### config.mk
export PLATFORM = sky130hd
export DESIGN_NAME = glitch_sweep_ctrl_flat
export DESIGN_NICKNAME = d
export VERILOG_FILES = /design/src/rtl/glitch_sweep_ctrl_pkg.sv /design/src/rtl/glitch_sweep_ctrl_if.sv /design/src/rtl/sweep_point_iter.sv /design/src/rtl/glitch_sweep_ctrl.sv /design/src/flat_wrapper.sv
export SDC_FILE = /design/constraint.sdc
export NUM_CORES = 1
export LEC_CHECK = 0
export ABC_AREA = 1
export BUFFER_PORTS_ARGS = -buffer_cell sky130_fd_sc_hd__buf_4
export CAP_MARGIN = 20
export CORE_MARGIN = 2
export CORE_UTILIZATION = 40
export DETAILED_ROUTE_END_ITERATION = 8
export PLACE_DENSITY = 0.61
export REMOVE_ABC_BUFFERS = 1
export SLEW_MARGIN = 10
export SYNTH_ARGS = -nofsm -noshare
export SYNTH_HDL_FRONTEND = slang
export SYNTH_SLANG_ARGS = --single-unit
### constraint.sdc
create_clock -name clk -period 5.4 [get_ports clk]
set_clock_uncertainty 0.05 [all_clocks]
set_input_delay 1.08 -clock clk [delete_from_list [all_inputs] [get_ports clk]]
set_output_delay 1.08 -clock clk [all_outputs]
set_load 0.01 [all_outputs]
### src/rtl/glitch_sweep_ctrl_pkg.sv
// Shared types for the glitch sweep controller and the glitch engine.
// Holds the delay/duration field widths, the controller state encoding,
// the latched sweep configuration and a helper that normalises zero fields.
package glitch_sweep_ctrl_pkg;

  localparam int unsigned DelayW = 21;
  localparam int unsigned DurW   = 7;
  localparam int unsigned StepW  = 8;
  localparam int unsigned RepW   = 4;
  localparam int unsigned AttW   = 16;

  typedef logic [DelayW-1:0] delay_t;
  typedef logic [DurW-1:0]   dur_t;
  typedef logic [StepW-1:0]  step_t;
  typedef logic [RepW-1:0]   rep_t;

  typedef enum logic [2:0] {
    StIdle,
    StLoad,
    StArm,
    StWaitStart,
    StWaitEnd,
    StCooldown,
    StAdvance,
    StDone
  } sweep_state_e;

  typedef struct packed {
    delay_t delay_lo;
    delay_t delay_hi;
    step_t  delay_step;
    dur_t   dur_lo;
    dur_t   dur_hi;
    rep_t   repeats;
  } sweep_cfg_t;

  // A zero step or repeat count means "one".
  function automatic sweep_cfg_t norm_cfg(input delay_t delay_lo, input delay_t delay_hi,
                                          input step_t delay_step, input dur_t dur_lo,
                                          input dur_t dur_hi, input rep_t repeats);
    sweep_cfg_t c;
    c.delay_lo   = delay_lo;
    c.delay_hi   = delay_hi;
    c.delay_step = (delay_step == '0) ? step_t'(1) : delay_step;
    c.dur_lo     = dur_lo;
    c.dur_hi     = dur_hi;
    c.repeats    = (repeats == '0) ? rep_t'(1) : repeats;
    return c;
  endfunction

endpackage

### src/rtl/glitch_sweep_ctrl_if.sv
// Controller <-> glitch engine link.
//   arm          : one-cycle request to fire one glitch
//   cfg_delay    : delay the engine should use
//   cfg_duration : duration the engine should use
//   eng_active   : engine is out of its idle/reset state
// master = sweep controller, slave = glitch engine.
interface glitch_sweep_ctrl_if;
  import glitch_sweep_ctrl_pkg::*;

  logic   arm;
  delay_t cfg_delay;
  dur_t   cfg_duration;
  logic   eng_active;

  modport master (
    output arm,
    output cfg_delay,
    output cfg_duration,
    input  eng_active
  );

  modport slave (
    input  arm,
    input  cfg_delay,
    input  cfg_duration,
    output eng_active
  );
endinterface

### src/rtl/sweep_point_iter.sv
// Sweep point iterator: given the current (delay, duration) point returns the
// next one. Delay is the inner loop; once it would pass delay_hi it restarts at
// delay_lo and duration steps by one. sweep_end flags that the duration step
// would pass dur_hi or wrap past the field maximum.
// Ports:
//   cur_delay/cur_duration : current point
//   delay_lo/delay_hi      : inclusive delay bounds
//   delay_step             : delay increment (already non-zero)
//   dur_hi                 : inclusive upper duration bound
//   next_delay/next_duration, sweep_end : result
module sweep_point_iter
  import glitch_sweep_ctrl_pkg::*;
(
  input  delay_t cur_delay,
  input  dur_t   cur_duration,
  input  delay_t delay_lo,
  input  delay_t delay_hi,
  input  step_t  delay_step,
  input  dur_t   dur_hi,
  output delay_t next_delay,
  output dur_t   next_duration,
  output logic   sweep_end
);

  // One extra bit on each sum so overflow compares as "past the bound".
  logic [DelayW:0] delay_sum;
  logic [DurW:0]   dur_sum;

  always_comb begin
    delay_sum = {1'b0, cur_delay} + (DelayW + 1)'(delay_step);
    dur_sum   = {1'b0, cur_duration} + (DurW + 1)'(1);
    if (delay_sum <= {1'b0, delay_hi}) begin
      next_delay    = delay_sum[DelayW-1:0];
      next_duration = cur_duration;
      sweep_end     = 1'b0;
    end else begin
      next_delay    = delay_lo;
      next_duration = dur_sum[DurW-1:0];
      sweep_end     = (dur_sum > {1'b0, dur_hi});
    end
  end

endmodule

### src/rtl/glitch_sweep_ctrl.sv
// Glitch sweep controller: walks a (delay, duration) grid, firing the glitch
// engine `repeats` times per point, and stops at the end of the grid, on the
// first target fault (after that attempt's cooldown) or on abort.
// Ports:
//   clk, rst                 : clock, synchronous active-high reset
//   start, abort             : begin sweep (pulse) / force DONE (level)
//   delay_lo/hi, delay_step  : delay sweep, sampled on start
//   dur_lo/hi, repeats       : duration sweep and attempts per point, sampled on start
//   target_fault             : async fault indication from the target
//   eng                      : engine link (arm, cfg_delay, cfg_duration, eng_active)
//   busy, done               : status
//   hit, hit_delay/duration  : first fault and the point that produced it
//   attempts, timeout_err    : attempt count (saturating) and sticky engine timeout
module glitch_sweep_ctrl
  import glitch_sweep_ctrl_pkg::*;
#(
  parameter int unsigned COOLDOWN = 16,
  parameter int unsigned TIMEOUT  = 1048575
) (
  input  logic                       clk,
  input  logic                       rst,
  input  logic                       start,
  input  logic                       abort,
  input  delay_t                     delay_lo,
  input  delay_t                     delay_hi,
  input  step_t                      delay_step,
  input  dur_t                       dur_lo,
  input  dur_t                       dur_hi,
  input  rep_t                       repeats,
  input  logic                       target_fault,
  glitch_sweep_ctrl_if.master        eng,
  output logic                       busy,
  output logic                       done,
  output logic                       hit,
  output delay_t                     hit_delay,
  output dur_t                       hit_duration,
  output logic [AttW-1:0]            attempts,
  output logic                       timeout_err
);

  localparam int unsigned TmoW = $clog2(TIMEOUT + 1);
  localparam int unsigned CdW  = $clog2(COOLDOWN + 1);

  sweep_state_e    state_q, state_d;
  sweep_cfg_t      cfg_q, cfg_d;
  delay_t          cur_delay_q, cur_delay_d;
  dur_t            cur_dur_q, cur_dur_d;
  rep_t            rep_q, rep_d;
  logic [AttW-1:0] attempts_q, attempts_d;
  logic            hit_q, hit_d;
  delay_t          hit_delay_q, hit_delay_d;
  dur_t            hit_dur_q, hit_dur_d;
  logic            tmo_err_q, tmo_err_d;
  logic [TmoW-1:0] tmo_cnt_q, tmo_cnt_d;
  logic [CdW-1:0]  cd_cnt_q, cd_cnt_d;
  logic [1:0]      fault_sync_q;

  logic   fault_now, load_bad, tmo_last, cd_last, rep_more;
  delay_t nxt_delay;
  dur_t   nxt_dur;
  logic   sweep_end;

  sweep_point_iter u_iter (
    .cur_delay     (cur_delay_q),
    .cur_duration  (cur_dur_q),
    .delay_lo      (cfg_q.delay_lo),
    .delay_hi      (cfg_q.delay_hi),
    .delay_step    (cfg_q.delay_step),
    .dur_hi        (cfg_q.dur_hi),
    .next_delay    (nxt_delay),
    .next_duration (nxt_dur),
    .sweep_end     (sweep_end)
  );

  always_comb begin
    fault_now = fault_sync_q[1] && (state_q == StWaitEnd || state_q == StCooldown);
    load_bad  = (cfg_q.delay_lo > cfg_q.delay_hi) || (cfg_q.dur_lo > cfg_q.dur_hi);
    tmo_last  = (tmo_cnt_q == TmoW'(TIMEOUT - 1));
    cd_last   = (cd_cnt_q == CdW'(COOLDOWN - 1));
    rep_more  = ((RepW + 1)'(rep_q) + (RepW + 1)'(1)) < (RepW + 1)'(cfg_q.repeats);
  end

  // State register
  always_ff @(posedge clk) begin
    if (rst) begin
      state_q <= StIdle;
    end else begin
      state_q <= state_d;
    end
  end

  // Next-state logic
  always_comb begin
    state_d = state_q;
    unique case (state_q)
      StIdle, StDone: if (start) state_d = StLoad;
      StLoad:         state_d = load_bad ? StDone : StArm;
      StArm:          state_d = StWaitStart;
      StWaitStart: begin
        if (tmo_last)            state_d = StCooldown;
        else if (eng.eng_active) state_d = StWaitEnd;
      end
      StWaitEnd:      if (tmo_last || !eng.eng_active) state_d = StCooldown;
      StCooldown: begin
        // A fault seen on this very cycle must also end the sweep.
        if (cd_last) state_d = (hit_q || fault_now) ? StDone : StAdvance;
      end
      StAdvance:      state_d = (rep_more || !sweep_end) ? StArm : StDone;
      default:        state_d = StIdle;
    endcase
    if (abort && busy) state_d = StDone;
  end

  // Outputs decoded from the current state
  always_comb begin
    busy    = !(state_q == StIdle || state_q == StDone);
    done    = (state_q == StDone);
    eng.arm = (state_q == StArm) && !abort && !rst;
  end

  // Datapath next-state
  always_comb begin
    cfg_d       = cfg_q;
    cur_delay_d = cur_delay_q;
    cur_dur_d   = cur_dur_q;
    rep_d       = rep_q;
    attempts_d  = attempts_q;
    hit_d       = hit_q;
    hit_delay_d = hit_delay_q;
    hit_dur_d   = hit_dur_q;
    tmo_err_d   = tmo_err_q;
    // Counters idle at zero so they are already cleared on state entry.
    tmo_cnt_d   = '0;
    cd_cnt_d    = '0;
    unique case (state_q)
      StIdle, StDone: begin
        if (start) begin
          cfg_d       = norm_cfg(delay_lo, delay_hi, delay_step, dur_lo, dur_hi, repeats);
          attempts_d  = '0;
          hit_d       = 1'b0;
          hit_delay_d = '0;
          hit_dur_d   = '0;
          tmo_err_d   = 1'b0;
        end
      end
      StLoad: begin
        cur_delay_d = cfg_q.delay_lo;
        cur_dur_d   = cfg_q.dur_lo;
        rep_d       = '0;
      end
      StArm: begin
        if (!abort && attempts_q != '1) attempts_d = attempts_q + AttW'(1);
      end
      StWaitStart, StWaitEnd: begin
        if (tmo_last) tmo_err_d = 1'b1;
        else          tmo_cnt_d = tmo_cnt_q + TmoW'(1);
      end
      StCooldown: begin
        if (!cd_last) cd_cnt_d = cd_cnt_q + CdW'(1);
      end
      StAdvance: begin
        if (rep_more) begin
          rep_d = rep_q + RepW'(1);
        end else begin
          rep_d = '0;
          // Leave the last point on the outputs when the grid is exhausted.
          if (!sweep_end) begin
            cur_delay_d = nxt_delay;
            cur_dur_d   = nxt_dur;
          end
        end
      end
      default: ;
    endcase
    if (fault_now) begin
      hit_d = 1'b1;
      if (!hit_q) begin
        hit_delay_d = cur_delay_q;
        hit_dur_d   = cur_dur_q;
      end
    end
  end

  always_ff @(posedge clk) begin
    if (rst) begin
      cfg_q        <= '0;
      cur_delay_q  <= '0;
      cur_dur_q    <= '0;
      rep_q        <= '0;
      attempts_q   <= '0;
      hit_q        <= 1'b0;
      hit_delay_q  <= '0;
      hit_dur_q    <= '0;
      tmo_err_q    <= 1'b0;
      tmo_cnt_q    <= '0;
      cd_cnt_q     <= '0;
      fault_sync_q <= '0;
    end else begin
      cfg_q        <= cfg_d;
      cur_delay_q  <= cur_delay_d;
      cur_dur_q    <= cur_dur_d;
      rep_q        <= rep_d;
      attempts_q   <= attempts_d;
      hit_q        <= hit_d;
      hit_delay_q  <= hit_delay_d;
      hit_dur_q    <= hit_dur_d;
      tmo_err_q    <= tmo_err_d;
      tmo_cnt_q    <= tmo_cnt_d;
      cd_cnt_q     <= cd_cnt_d;
      fault_sync_q <= {fault_sync_q[0], target_fault};
    end
  end

  assign eng.cfg_delay    = cur_delay_q;
  assign eng.cfg_duration = cur_dur_q;
  assign hit              = hit_q;
  assign hit_delay        = hit_delay_q;
  assign hit_duration     = hit_dur_q;
  assign attempts         = attempts_q;
  assign timeout_err      = tmo_err_q;

endmodule

### src/flat_wrapper.sv
// flat-port wrapper written by rule: the top's interface ports become plain ports
module glitch_sweep_ctrl_flat import glitch_sweep_ctrl_pkg::*;
#(
  parameter int unsigned COOLDOWN = 16,
  parameter int unsigned TIMEOUT  = 1048575
)
  (clk, rst, start, abort, delay_lo, delay_hi, delay_step, dur_lo, dur_hi, repeats, target_fault, busy, done, hit, hit_delay, hit_duration, attempts, timeout_err, eng_arm, eng_cfg_delay, eng_cfg_duration, eng_eng_active);
  glitch_sweep_ctrl_if eng_i ();
  input  logic clk;
  input  logic rst;
  input  logic start;
  input  logic abort;
  input  delay_t delay_lo;
  input  delay_t delay_hi;
  input  step_t delay_step;
  input  dur_t dur_lo;
  input  dur_t dur_hi;
  input  rep_t repeats;
  input  logic target_fault;
  output logic busy;
  output logic done;
  output logic hit;
  output delay_t hit_delay;
  output dur_t hit_duration;
  output logic [AttW-1:0] attempts;
  output logic timeout_err;
  output wire logic [$bits(eng_i.arm)-1:0] eng_arm;
  output wire logic [$bits(eng_i.cfg_delay)-1:0] eng_cfg_delay;
  output wire logic [$bits(eng_i.cfg_duration)-1:0] eng_cfg_duration;
  input wire logic [$bits(eng_i.eng_active)-1:0] eng_eng_active;
  assign eng_arm = eng_i.arm;
  assign eng_cfg_delay = eng_i.cfg_delay;
  assign eng_cfg_duration = eng_i.cfg_duration;
  assign eng_i.eng_active = eng_eng_active;
  glitch_sweep_ctrl #(.COOLDOWN(COOLDOWN), .TIMEOUT(TIMEOUT)) u_core (.clk(clk), .rst(rst), .start(start), .abort(abort), .delay_lo(delay_lo), .delay_hi(delay_hi), .delay_step(delay_step), .dur_lo(dur_lo), .dur_hi(dur_hi), .repeats(repeats), .target_fault(target_fault), .eng(eng_i), .busy(busy), .done(done), .hit(hit), .hit_delay(hit_delay), .hit_duration(hit_duration), .attempts(attempts), .timeout_err(timeout_err));
endmodule
# [Word level (Yosys, flattened, before mapping)]
# Index checks and enable logic that the tools add are counted.
[word_totals] word_cells=126 out_inout_bits=77 register_bits=176
[classes] add_sub_neg=7 n_eq_ne=20 reduce_logical=35 order_cmp=5 bitwise_logic=2 mux=39
[op_table] op="two-way mux 21 bit" n=7
[op_table] op="two-way mux 7 bit" n=7
[op_table] op="case mux 21 bit (2 select lines)" n=1
[op_table] op="two-way mux 16 bit" n=2
[op_table] op="case mux 16 bit (2 select lines)" n=1
[op_table] op="two-way mux 3 bit" n=8
[op_table] op="adder 21 x 8 -> 22 bit" n=1
[op_table] op="less-or-equal comparator 22 x 21 -> 1 bit" n=1
[op_table] op="> comparator 21 bit" n=1
[op_table] op="case mux 3 bit (7 select lines)" n=1
[op_table] op="adder 20 x 1 -> 20 bit (second input constant)" n=1
[op_table] op="equality test 20 bit (second input constant)" n=1
[op_table] op="adder 16 x 1 -> 16 bit (second input constant)" n=1
[op_table] op="inequality test 16 bit (second input constant)" n=1
[op_table] op="case mux 7 bit (2 select lines)" n=1
[op_table] op="equality test 3 bit (second input constant)" n=4
[op_table] op="inequality test 2 bit (second input constant)" n=5
[op_table] op="nonzero test 2 bit" n=5
[op_table] op="AND reduction 3 bit" n=3
[op_table] op="adder 7 x 1 -> 8 bit (second input constant)" n=1
[op_table] op="> comparator 8 x 7 -> 1 bit" n=1
[op_table] op="zero test 8 bit" n=1
[op_table] op="two-way mux 4 bit" n=2
[op_table] op="two-way mux 8 bit" n=1
[op_table] op="other kinds (25)" n=50

# [Logic depth before layout (Yosys ltp)]
# Gate-level depths: netlist (run 1).
[depth] ltp_word=8 depth_mapped=27 mapped_depth_nobuf=26

# [Modules after synthesis]
# From an unflattened synthesis (run 1), not the netlist that was laid out.
[hier_totals] hier_cells=1564 area_unflattened_um2=10366.2
[modules_own_cells] module="glitch_sweep_ctrl" area_each_um2=8179.1 cells_each=1156 n_inst=1
[modules_own_cells] module="sweep_point_iter" area_each_um2=2187.1 cells_each=408 n_inst=1

# [Least setup slack after synthesis (run 1)]
# OpenSTA, ideal clock, no wires.
[synth_timing] path_kind="register -> register" start="register u_core.cur_delay_q[0] (netlist: u_core.eng.cfg_delay[0])" end="register u_core.cur_delay_q[20] (netlist: u_core.eng.cfg_delay[20])" period_less_slack_ns=3.563 path_stages_with_launch=23 arrival_ns=3.400 setup_ns=0.113 setup_slack_ns=1.837 path_cell_list="dfxtp_1 > ha_1 > inv_1 > fa_1 > o21ai_1 > nand2_1 > nand2_1 > nand2_1 > nor2_4 > nand4_1 > xor2_1 > inv_1 > ha_1 > nand4_1 > nor4_2 > nand3_4 > nand2_4 > nand2_4 > buf_6 > nand2_1 > nand2_1 > o21ai_1 > nor2_1"
[synth_via] elab_chain_cells=6 word_cells_on_any_way=9 cone_classes="1 x add/sub; 1 x order compare; 1 x eq/ne; 5 x mux; 1 x reduce/logical"
[synth_rtl] element="start: declaration" line="glitch_sweep_ctrl.sv:46" source="delay_t cur_delay_q, cur_delay_d;"
[synth_rtl] element="start signal: assignment" line="glitch_sweep_ctrl.sv:200" source="cur_delay_q <= cur_delay_d;"
[synth_rtl] element="adder 21 x 8 -> 22 bit (*)" line="sweep_point_iter.sv:30" source="delay_sum = {1'b0, cur_delay} + (DelayW + 1)'(delay_step);"
[synth_rtl] element="less-or-equal comparator 22 x 21 -> 1 bit" line="sweep_point_iter.sv:32" source="if (delay_sum <= {1'b0, delay_hi}) begin"
[synth_rtl] element="two-way mux 21 bit" line="sweep_point_iter.sv:32"
[synth_rtl] element="two-way mux 21 bit" line="glitch_sweep_ctrl.sv:167" source="if (!sweep_end) begin"
[synth_rtl] element="two-way mux 21 bit" line="glitch_sweep_ctrl.sv:162" source="if (rep_more) begin"
[synth_rtl] element="case mux 21 bit (2 select lines)" line="glitch_sweep_ctrl.sv:135" source="unique case (state_q)"
# Every way passes the cells marked *; elsewhere a longest branch is shown, timed or not. The select of a mux whose other input is x is not followed.
# A chain may end at the register's enable or synchronous reset.

# [Final worst setup path (run 1)]
[layout_timing] start="register u_core.cur_delay_q[0] (netlist: u_core.eng.cfg_delay[0])" end="register u_core.cur_delay_q[6] (netlist: u_core.eng.cfg_delay[6])"
# The elaborated chain is that of the path after synthesis.

==> results of run 1 <==
## where the power goes
part	internal, mW	leakage, nW	switching (mW)
combinational	0.973	3.61	1.73
clock	0.864	0.330	0.547
sequential	1.58	1.44	0.235
## through the flow
step | setup slack (ns) | hold WS, ns
after detailed placement | 1.221 | 0.3705
after global placement | 1.348 | 0.3717
after floorplan | 1.159 | 0.3383
after global routing | 0.7860 | 0.4035
after CTS | 1.108 | 0.3775
final | 1.134 | 0.3721
## worst max path at each step
stage | slack [ns] | startpoint | to
floorplan | 1.16 | start | u_core.timeout_err
finish | 1.13 | u_core.eng.cfg_delay[0] | u_core.eng.cfg_delay[6]
CTS | 1.11 | u_core.eng.cfg_delay[0] | u_core.eng.cfg_delay[6]
detailed placement | 1.22 | u_core.eng.cfg_delay[0] | u_core.eng.cfg_delay[12]
global route | 0.79 | u_core.eng.cfg_delay[0] | u_core.eng.cfg_delay[6]
global placement | 1.35 | u_core.eng.cfg_delay[0] | u_core.eng.cfg_delay[20]
## final cells by class
cell class	instances	area, µm²
multi-input combinational	950	5225
clock buffer	20	466.7
sequential	176	3523
fill	2420	11960
antenna	1	2.502
clock inverter	12	203.9
tap	319	399.1
timing repair buffer	154	1156
inverter	161	606.8
## per-layer routing
metal	share of wire	global-route usage	up-vias
li1	-	-	4621
met5	0	0	-
met2	0.44	0.3299	203
met3	0.046	0.04168	26
met4	0.017	0.06074	0
met1	0.49	0.2798	4073
## state kept, by name (all words and copies together) (netlist names)
register	count
u_core.cfg_q	68
u_core.eng.cfg_delay	21
u_core.hit_delay	21
u_core.tmo_cnt_q	20
u_core.attempts	16
u_core.eng.cfg_duration	7
u_core.hit_duration	7
u_core.cd_cnt_q	5
u_core.rep_q	4
u_core.state_q	3
u_core.fault_sync_q	2
u_core.hit	1
u_core.timeout_err	1
## critical path, stage by stage (launching register included)
cell     delay [ns]
dfxtp_1        0.37
ha_1           0.18
inv_1          0.06
fa_1           0.40
o21ai_1        0.30
nand2_1        0.08
nand2_1        0.12
nand2_1        0.15
nor2_4         0.19
nand4_1        0.12
xor2_1         0.24
inv_1          0.07
ha_1           0.30
nand4_1        0.09
nor4_2         0.32
nand3_4        0.15
nand4_4        0.17
nand3_4        0.42
nand2_1        0.18
nand2_1        0.06
nor2_1         0.14
## cells by family (layout without fill, tap and decap cells)
logic type,after synthesis,in the layout,synth area share
AO/OA/AOI/OAI,289,289,0.1656
XOR/XNOR,31,31,0.02826
adder cells (fa/ha/maj),79,79,0.1036
buffers and inverters,212,347,0.09062
flip-flops,176,176,0.3667
other,0,1,0
AND/OR/NAND/NOR,551,551,0.2452
## cell usage in the layout, fill, tap and decap left out, types with 22 or more instances in the layout
master / instances
a211oi_1: 33
a21oi_1: 120
buf_4: 154
dfxtp_1: 176
ha_1: 78
inv_1: 156
nand2_1: 238
nand3_1: 38
nor2_1: 202
nor3_1: 22
o21ai_0: 102
xor2_1: 25
==> flow_metrics.env, run 1 <==
export IMPL_grt_pass1_vias=8481
export IMPL_hold_violations=0
export IMPL_final_nets=1613
export IMPL_first_pass_iters=5
export IMPL_core_area_mm2=0.02354
export IMPL_syn_cell_area_mm2=0.009609
export IMPL_power_mw=5.934
export IMPL_synth_common_cells="nand2_1 (238), nor2_1 (204), dfxtp_1 (176)"
export IMPL_synth_cell_types=50
export IMPL_overflow=0
export IMPL_clock_tree_buffer_depth=2
export IMPL_required_ns=5.71
export IMPL_port_buffers=150
export IMPL_cp_max_fo=42
export IMPL_ios=151
export IMPL_reg2reg_depth=20
export IMPL_htree_levels=4
export IMPL_reg2reg_slack_ns=1.13
export IMPL_critPathCaptureType="flop"
export IMPL_vias=8923
export IMPL_cts_buffers=17
export IMPL_hold_path_class="reg -> reg"
export IMPL_syn2layout_area_growth_pct=20.55
export IMPL_track_usage=0.2054
export IMPL_pwr_density_cell_mw_per_mm2=512.2
export IMPL_die_h_um=159.0
export IMPL_avgSynthCellArea_um2=7.182
export IMPL_hold_end="u_core.fault_sync_q[1]"
export IMPL_rsz0062_at_grt="no"
export IMPL_crit_type="reg -> reg"
export IMPL_status="finished clean"
export IMPL_drive_gt1_frac=0.1466
export IMPL_power_leakage_nw=5.374
export IMPL_gp_congestion=0.9039
export IMPL_totalWireLength_um=25780
export IMPL_chipWidth_um=159.0
export IMPL_synthCells=1338
export IMPL_wl_per_cell_um=14.38
export IMPL_ys_async_sr_fraction=0
export IMPL_r2r_end="u_core.eng.cfg_delay[6]"
export IMPL_period_share=0.7900
export IMPL_yosysSeqAreaShare=0.3667
export IMPL_cts_sinks=176
export IMPL_placed_area_mm2=0.01091
export IMPL_fmax_ghz=0.2344
export IMPL_yosysTopAreaCell="dfxtp_1"
export IMPL_fin_util=0.4920
export IMPL_ctsResizeCount=0
export IMPL_clk_pin_slew_ns=0.07
export IMPL_critPathArrivalTime_ns=4.57
export IMPL_ant_nets=0
export IMPL_num_rows=56
export IMPL_yosys_warnings=0
export IMPL_dp_hpwl_um=18650
export IMPL_drv_slew=0
export IMPL_drtIter0Drc=536
export IMPL_yosys_register_bits=176
export IMPL_irDropWorstVdd_uv=201.2
export IMPL_cts_root_buf="clkbuf_16"
export IMPL_grt_pass1_wl_um=42250
export IMPL_cts_tree="yes"
export IMPL_tns_ns=0
export IMPL_initial_core_util=0.4082
export IMPL_synth_edf_count=0
export IMPL_dpl_cell_count=1760
export IMPL_worstHoldPathCells=2
export IMPL_tightestPinTransition_ns=0.9977
export IMPL_maxSlewHeadroom=0.3348
export IMPL_antenna_found_initial=1
export IMPL_synth_top_area_share=0.3667
export IMPL_dieArea_mm2=0.02528
export IMPL_insertion_delay_ns=0.44
export IMPL_r2r_start="u_core.eng.cfg_delay[0]"
export IMPL_fin_cells=1793
export IMPL_min_period_ns=4.266
export IMPL_synth_area_top_cells="dfxtp_1 (37%), ha_1 (10%), nand2_1 (9.3%)"
export IMPL_finalSetupViolations=0
export IMPL_synth_top_flop_cell="dfxtp_1"
export IMPL_cap_violations=0
export IMPL_synth_most_common_cell="nand2_1"
export IMPL_cts_setup_buffers=0
export IMPL_hold_start="u_core.fault_sync_q[0]"
export IMPL_via_per_inst=4.977
export IMPL_grt_max_degree=106
export IMPL_remaining_drc_errors=0
export IMPL_holdBufCountCts=0
export IMPL_stdcell_area_mm2=0.01158
export IMPL_start_kind="flop"
Power figures use the tool's default switching activity.
==> inputs of run 2 (changes only) <==
- PLACE_DENSITY: 0.61 -> 0.63
- clock period: 5.4 -> 3.8 ns (I/O delays scaled with it)
==> flow_metrics.env, run 2 (synthesized netlist as in run 1, its figures left out) <==
export IMPL_grt_pass1_wl_um=41810
export IMPL_critical_path_depth=23
export IMPL_fin_cells=1810
export IMPL_dp_hpwl_um=18700
export IMPL_period_share=0.9363
export IMPL_grt_pass1_vias=8275
export IMPL_ios=151
export IMPL_port_buffers=150
export IMPL_slowest_stage="ha_1"
export IMPL_antenna_cells=0
export IMPL_drtIter0Drc=505
export IMPL_cts_buffers=17
export IMPL_critical_path_top_delay_family="simple AND/OR/NAND/NOR gates"
export IMPL_insertion_delay_ns=0.44
export IMPL_syn2layout_area_growth_pct=21.82
export IMPL_fin_util=0.4972
export IMPL_r2r_start="u_core.eng.cfg_delay[3]"
export IMPL_first_pass_iters=5
export IMPL_nFillCells=2371
export IMPL_power_leakage_nw=5.415
export IMPL_final_nets=1631
export IMPL_hold_path_class="reg -> reg"
export IMPL_hold_start="u_core.fault_sync_q[0]"
export IMPL_dieArea_mm2=0.02528
export IMPL_remaining_drc_errors=0
export IMPL_top_register="u_core.cfg_q"
export IMPL_pwr_density_cell_mw_per_mm2=709.5
export IMPL_irDropWorstVdd_uv=294.2
export IMPL_start_kind="flop"
export IMPL_gp_congestion=0.8815
export IMPL_critPathCaptureType="flop"
export IMPL_dpl_cell_count=1774
export IMPL_largest_reg_flops=68
export IMPL_path_common_cell="nand2_1"
export IMPL_holdBufCountCts=0
export IMPL_die_h_um=159.0
export IMPL_wl_per_cell_um=14.34
export IMPL_num_rows=56
export IMPL_via_per_inst=4.907
export IMPL_crit_type="reg -> reg"
export IMPL_core_area_mm2=0.02354
export IMPL_finalSetupViolations=0
export IMPL_vias=8882
export IMPL_reg2reg_depth=23
export IMPL_drv_slew=0
export IMPL_overflow=0
export IMPL_clk_pin_slew_ns=0.07
export IMPL_hold_end="u_core.fault_sync_q[1]"
export IMPL_cts_tree="yes"
export IMPL_tightestPinTransition_ns=0.9003
export IMPL_initial_core_util=0.4082
export IMPL_cpPeakStageDelay_ns=0.36
export IMPL_required_ns=4.09
export IMPL_cts_root_buf="clkbuf_16"
export IMPL_stdcell_area_mm2=0.01171
export IMPL_grt_max_degree=95
export IMPL_r2r_end="u_core.eng.cfg_delay[14]"
export IMPL_cap_violations=0
export IMPL_power_mw=8.306
export IMPL_placed_area_mm2=0.01104
export IMPL_htree_levels=4
export IMPL_path_buf_inv=3
export IMPL_fmax_ghz=0.2811
export IMPL_clock_tree_buffer_depth=2
export IMPL_status="finished clean"
export IMPL_hold_violations=0
export IMPL_min_period_ns=3.558
export IMPL_final_cell_mix="nand2_1 (236), nor2_1 (201), dfxtp_1 (176)"
export IMPL_critPathArrivalTime_ns=3.85
export IMPL_drive_gt1_frac=0.1610
export IMPL_maxSlewHeadroom=0.3998
export IMPL_cts_sinks=176
export IMPL_cp_max_fo=16
export IMPL_antenna_found_initial=0
export IMPL_track_usage=0.2022
export IMPL_totalWireLength_um=25960
export IMPL_chipWidth_um=159.0
export IMPL_crit_path_cell_trace="ha_1 > nand2_1 > nand3b_1 > nand2_2 > inv_1 > o21ai_0 > buf_4 > nand3_1 > xor2_2 > inv_1 > ha_4 > a21oi_2 > nor2_1 > a211oi_1 > nand2_1 > nand2_1 > nand2_4 > nand2_4 > nand2_4 > nand2_1 > nand2_1 > o21ai_1 > nor2_1"
export IMPL_mostFrequentLayoutCell="nand2_1"
export IMPL_reg2reg_slack_ns=0.24
export IMPL_ant_nets=0
export IMPL_worstHoldPathCells=2
export IMPL_tns_ns=0
run 2: cell count changes in the layout (fill, tap and decap cells not counted), sizes merged:
| cell | before | now |
|---|---|---|
| buf | 154 | 171 |
| bufinv | 5 | 1 |
| clkinvlp | 1 | 5 |
| diode | 1 | 0 |
| nand2 | 247 | 248 |
run 2: cell type report:
class                           count  area, µm²  share of cell area
Inverter                          161      606.8             0.05184
Multi-Input combinational cell    951       5306              0.4533
Clock inverter                     12      111.4            0.009513
Sequential cell                   176       3523              0.3010
Clock buffer                       20      446.7             0.03816
Tap cell                          319      399.1             0.03410
Timing Repair Buffer              171       1313              0.1121
run 2: timing repair:
item,CTS,global route
gates cloned,0,1
buffers inserted,0,3
pin swaps,0,5
setup endpoints to repair,3,29
gates resized for setup,1,12
run 2: worst max-delay path by stage:
stage	startpoint	end	slack (ns)
final	u_core.eng.cfg_delay[3]	u_core.eng.cfg_delay[14]	0.24
after global routing	u_core.eng.cfg_delay[1]	u_core.eng.cfg_delay[10]	-0.04
after CTS	u_core.eng.cfg_delay[0]	u_core.eng.cfg_duration[3]	0.002
after detailed placement	u_core.eng.cfg_delay[0]	u_core.eng.cfg_delay[10]	0.008
after global placement	u_core.eng.cfg_delay[0]	u_core.eng.cfg_delay[14]	0.14
after floorplan	start	u_core.timeout_err	-0.12
run 2: report_power, final:
group	leakage [nW]	switching (mW)	internal, mW
logic	3.72	2.52	1.49
registers	1.44	0.330	2.25
clock network	0.260	0.788	0.923
total	5.42	3.64	4.67
run 2: metal layers:
layer | global-route usage | up-vias | part of all wire
li1 | - | 4644 | -
met1 | 0.2767 | 4030 | 0.49
met2 | 0.3289 | 182 | 0.45
met3 | 0.03751 | 26 | 0.044
met4 | 0.05372 | 0 | 0.015
met5 | 0 | - | 0
run 2: tightest hold or removal path, delay by kind of cell, from the launching register on:
family,cells,cell delay (ns)
flops,1,0.30
simple gates,1,0.04
buf+inv,1,0.04
run 2: metrics by stage:
step                setup WS [ns]  hold slack [ns]
global route             -0.03897           0.4080
global placement           0.1356           0.3660
CTS                      0.001567           0.3664
floorplan                 -0.1211           0.3383
finish                     0.2419           0.3745
detailed placement       0.008169           0.3611
==> inputs of run 3 (changes only) <==
- PLACE_DENSITY: 0.63 -> 0.61
- clock period: 3.8 -> 3.65 ns (I/O delays scaled with it)
==> flow_metrics.env, run 3 (synthesized netlist as in run 1, its figures left out) <==
export IMPL_num_rows=56
export IMPL_finalSetupViolations=0
export IMPL_hold_path_class="reg -> reg"
export IMPL_grt_pass1_vias=8390
export IMPL_core_area_mm2=0.02354
export IMPL_die_h_um=159.0
export IMPL_hold_violations=0
export IMPL_clock_tree_buffer_depth=2
export IMPL_irDropWorstVdd_uv=375.9
export IMPL_drive_gt1_frac=0.2101
export IMPL_grt_max_degree=76
export IMPL_first_pass_iters=5
export IMPL_track_usage=0.2045
export IMPL_remaining_drc_errors=0
export IMPL_cts_buffers=17
export IMPL_period_share=0.9828
export IMPL_r2r_start="u_core.eng.cfg_delay[0]"
export IMPL_gp_congestion=0.8698
export IMPL_drv_slew=0
export IMPL_syn2layout_area_growth_pct=28.09
export IMPL_totalWireLength_um=27880
export IMPL_drtIter0Drc=645
export IMPL_cpPeakStageDelay_ns=0.36
export IMPL_critPathArrivalTime_ns=3.87
export IMPL_critPathCaptureType="flop"
export IMPL_vias=9123
export IMPL_pwr_density_cell_mw_per_mm2=770.2
export IMPL_final_nets=1649
export IMPL_cap_violations=0
export IMPL_tns_ns=0
export IMPL_path_common_cell="nand2_1"
export IMPL_initial_core_util=0.4082
export IMPL_grt_pass1_wl_um=42290
export IMPL_holdBufCountCts=0
export IMPL_power_leakage_nw=5.621
export IMPL_met2_length_um=12350
export IMPL_hold_start="u_core.fault_sync_q[0]"
export IMPL_overflow=0
export IMPL_cts_sinks=176
export IMPL_min_period_ns=3.587
export IMPL_ios=151
export IMPL_crit_path_cell_trace="ha_4 > inv_2 > fa_2 > o21ai_2 > nand2_1 > nand2_2 > nand2_4 > nor2_4 > nand4_1 > xor2_1 > inv_1 > ha_4 > nand2_1 > nor2_1 > a211oi_2 > nand2_1 > nand2_2 > nand2_4 > nand4_4 > nand3_4 > clkbuf_16 > nand2_1 > nand2_1 > nor2_1"
export IMPL_ant_nets=0
export IMPL_rsz0062_at_grt="yes"
export IMPL_clk_pin_slew_ns=0.07
export IMPL_cts_root_buf="clkbuf_16"
export IMPL_cts_tree="yes"
export IMPL_required_ns=3.93
export IMPL_final_cell_mix="nand2_1 (213), nor2_1 (193), buf_4 (174)"
export IMPL_slowest_stage="dfxtp_2"
export IMPL_chipWidth_um=159.0
export IMPL_r2r_end="u_core.eng.cfg_delay[0]"
export IMPL_via_per_inst=4.988
export IMPL_cp_max_fo=7
export IMPL_largest_reg_flops=68
export IMPL_maxSlewHeadroom=0.5465
export IMPL_dieArea_mm2=0.02528
export IMPL_nFillCells=2336
export IMPL_start_kind="flop"
export IMPL_dp_hpwl_um=18860
export IMPL_dpl_cell_count=1779
export IMPL_dr_wl_met3_um=1525
export IMPL_port_buffers=150
export IMPL_fin_cells=1829
export IMPL_wl_per_cell_um=15.24
export IMPL_worstHoldPathCells=2
export IMPL_reg2reg_depth=24
export IMPL_mostFrequentLayoutCell="nand2_1"
export IMPL_fin_util=0.5228
export IMPL_top_register="u_core.cfg_q"
export IMPL_reg2reg_slack_ns=0.06
export IMPL_crit_type="reg -> reg"
export IMPL_highest_layer="met4"
export IMPL_antenna_found_initial=1
export IMPL_tightestPinTransition_ns=0.6803
export IMPL_status="finished clean"
export IMPL_insertion_delay_ns=0.44
export IMPL_hold_end="u_core.fault_sync_q[1]"
export IMPL_multi_input_area_mm2=0.005624
export IMPL_regArea_mm2=0.003527
export IMPL_htree_levels=4
export IMPL_drt_met1_wl_um=13520
export IMPL_fmax_ghz=0.2788
-- run 3: power breakdown --
part	switching, mW	leakage, nW	total (mW)	internal, mW
Sequential	0.360	1.44	2.71	2.35
Combinational	2.98	3.90	4.91	1.93
Clock	0.842	0.286	1.86	1.02
Total	4.18	5.62	9.48	5.30
-- run 3: cell type report --
type	instances	area share
multi-input cells	952	0.4569
flip-flops and latches	176	0.2866
repair buffers	188	0.1273
inverters	161	0.04930
clock buffers	18	0.03487
well taps	319	0.03243
clock inverters	14	0.01240
diodes	1	0.0002033
-- run 3: worst max-delay path, delay by kind of cell, from the launching register on --
family	cells	cell delay, ns
AOI/OAI and AO/OA	2	0.22
xor gates and xnor gates	1	0.21
adders and majority gates	3	0.77
buffers and inverters	3	0.36
DFF	1	0.36
and+or+nand+nor	15	1.54
-- run 3: per-layer routing --
metal / global-route usage / vias to the layer above
li1: - / 4693
met1: 0.2836 / 4141
met2: 0.3273 / 256
met3: 0.03855 / 33
met4: 0.05496 / 0
met5: 0 / -
-- run 3: metrics by stage --
stage / power, mW / instance area [µm²] / setup slack [ns] / hold slack (ns)
after floorplan: 5.411 / 9343 / -0.2613 / 0.3383
after global placement: 6.746 / 11090 / 0.04391 / 0.3840
after detailed placement: 6.814 / 11090 / -0.03730 / 0.3868
after CTS: 8.745 / 11700 / 0.01799 / 0.4060
after global routing: 10.21 / 12310 / -0.1792 / 0.4165
final: 9.480 / 12310 / 0.06290 / 0.3959
-- run 3: worst max-delay path by stage --
| stage | start | end | slack, ns | cells past startpoint |
|---|---|---|---|---|
| after detailed placement | u_core.eng.cfg_delay[0] | u_core.eng.cfg_delay[14] | -0.04 | 21 |
| after global routing | u_core.eng.cfg_delay[1] | u_core.eng.cfg_delay[8] | -0.18 | 25 |
| after floorplan | u_core.state_q[0] | u_core.timeout_err | -0.26 | 8 |
| after CTS | u_core.eng.cfg_delay[0] | u_core.eng.cfg_delay[1] | 0.02 | 21 |
| after global placement | u_core.eng.cfg_delay[0] | u_core.eng.cfg_delay[12] | 0.04 | 21 |
| final | u_core.eng.cfg_delay[0] | u_core.eng.cfg_delay[0] | 0.06 | 24 |
-- run 3: what timing repair did --
item | 4_1_cts | 5_1_grt
resized for setup | 4 | 82
setup buffers | 0 | 8
pin swaps | 0 | 21
cloned | 0 | 9
endpoints found under the setup margin | 28 | 30
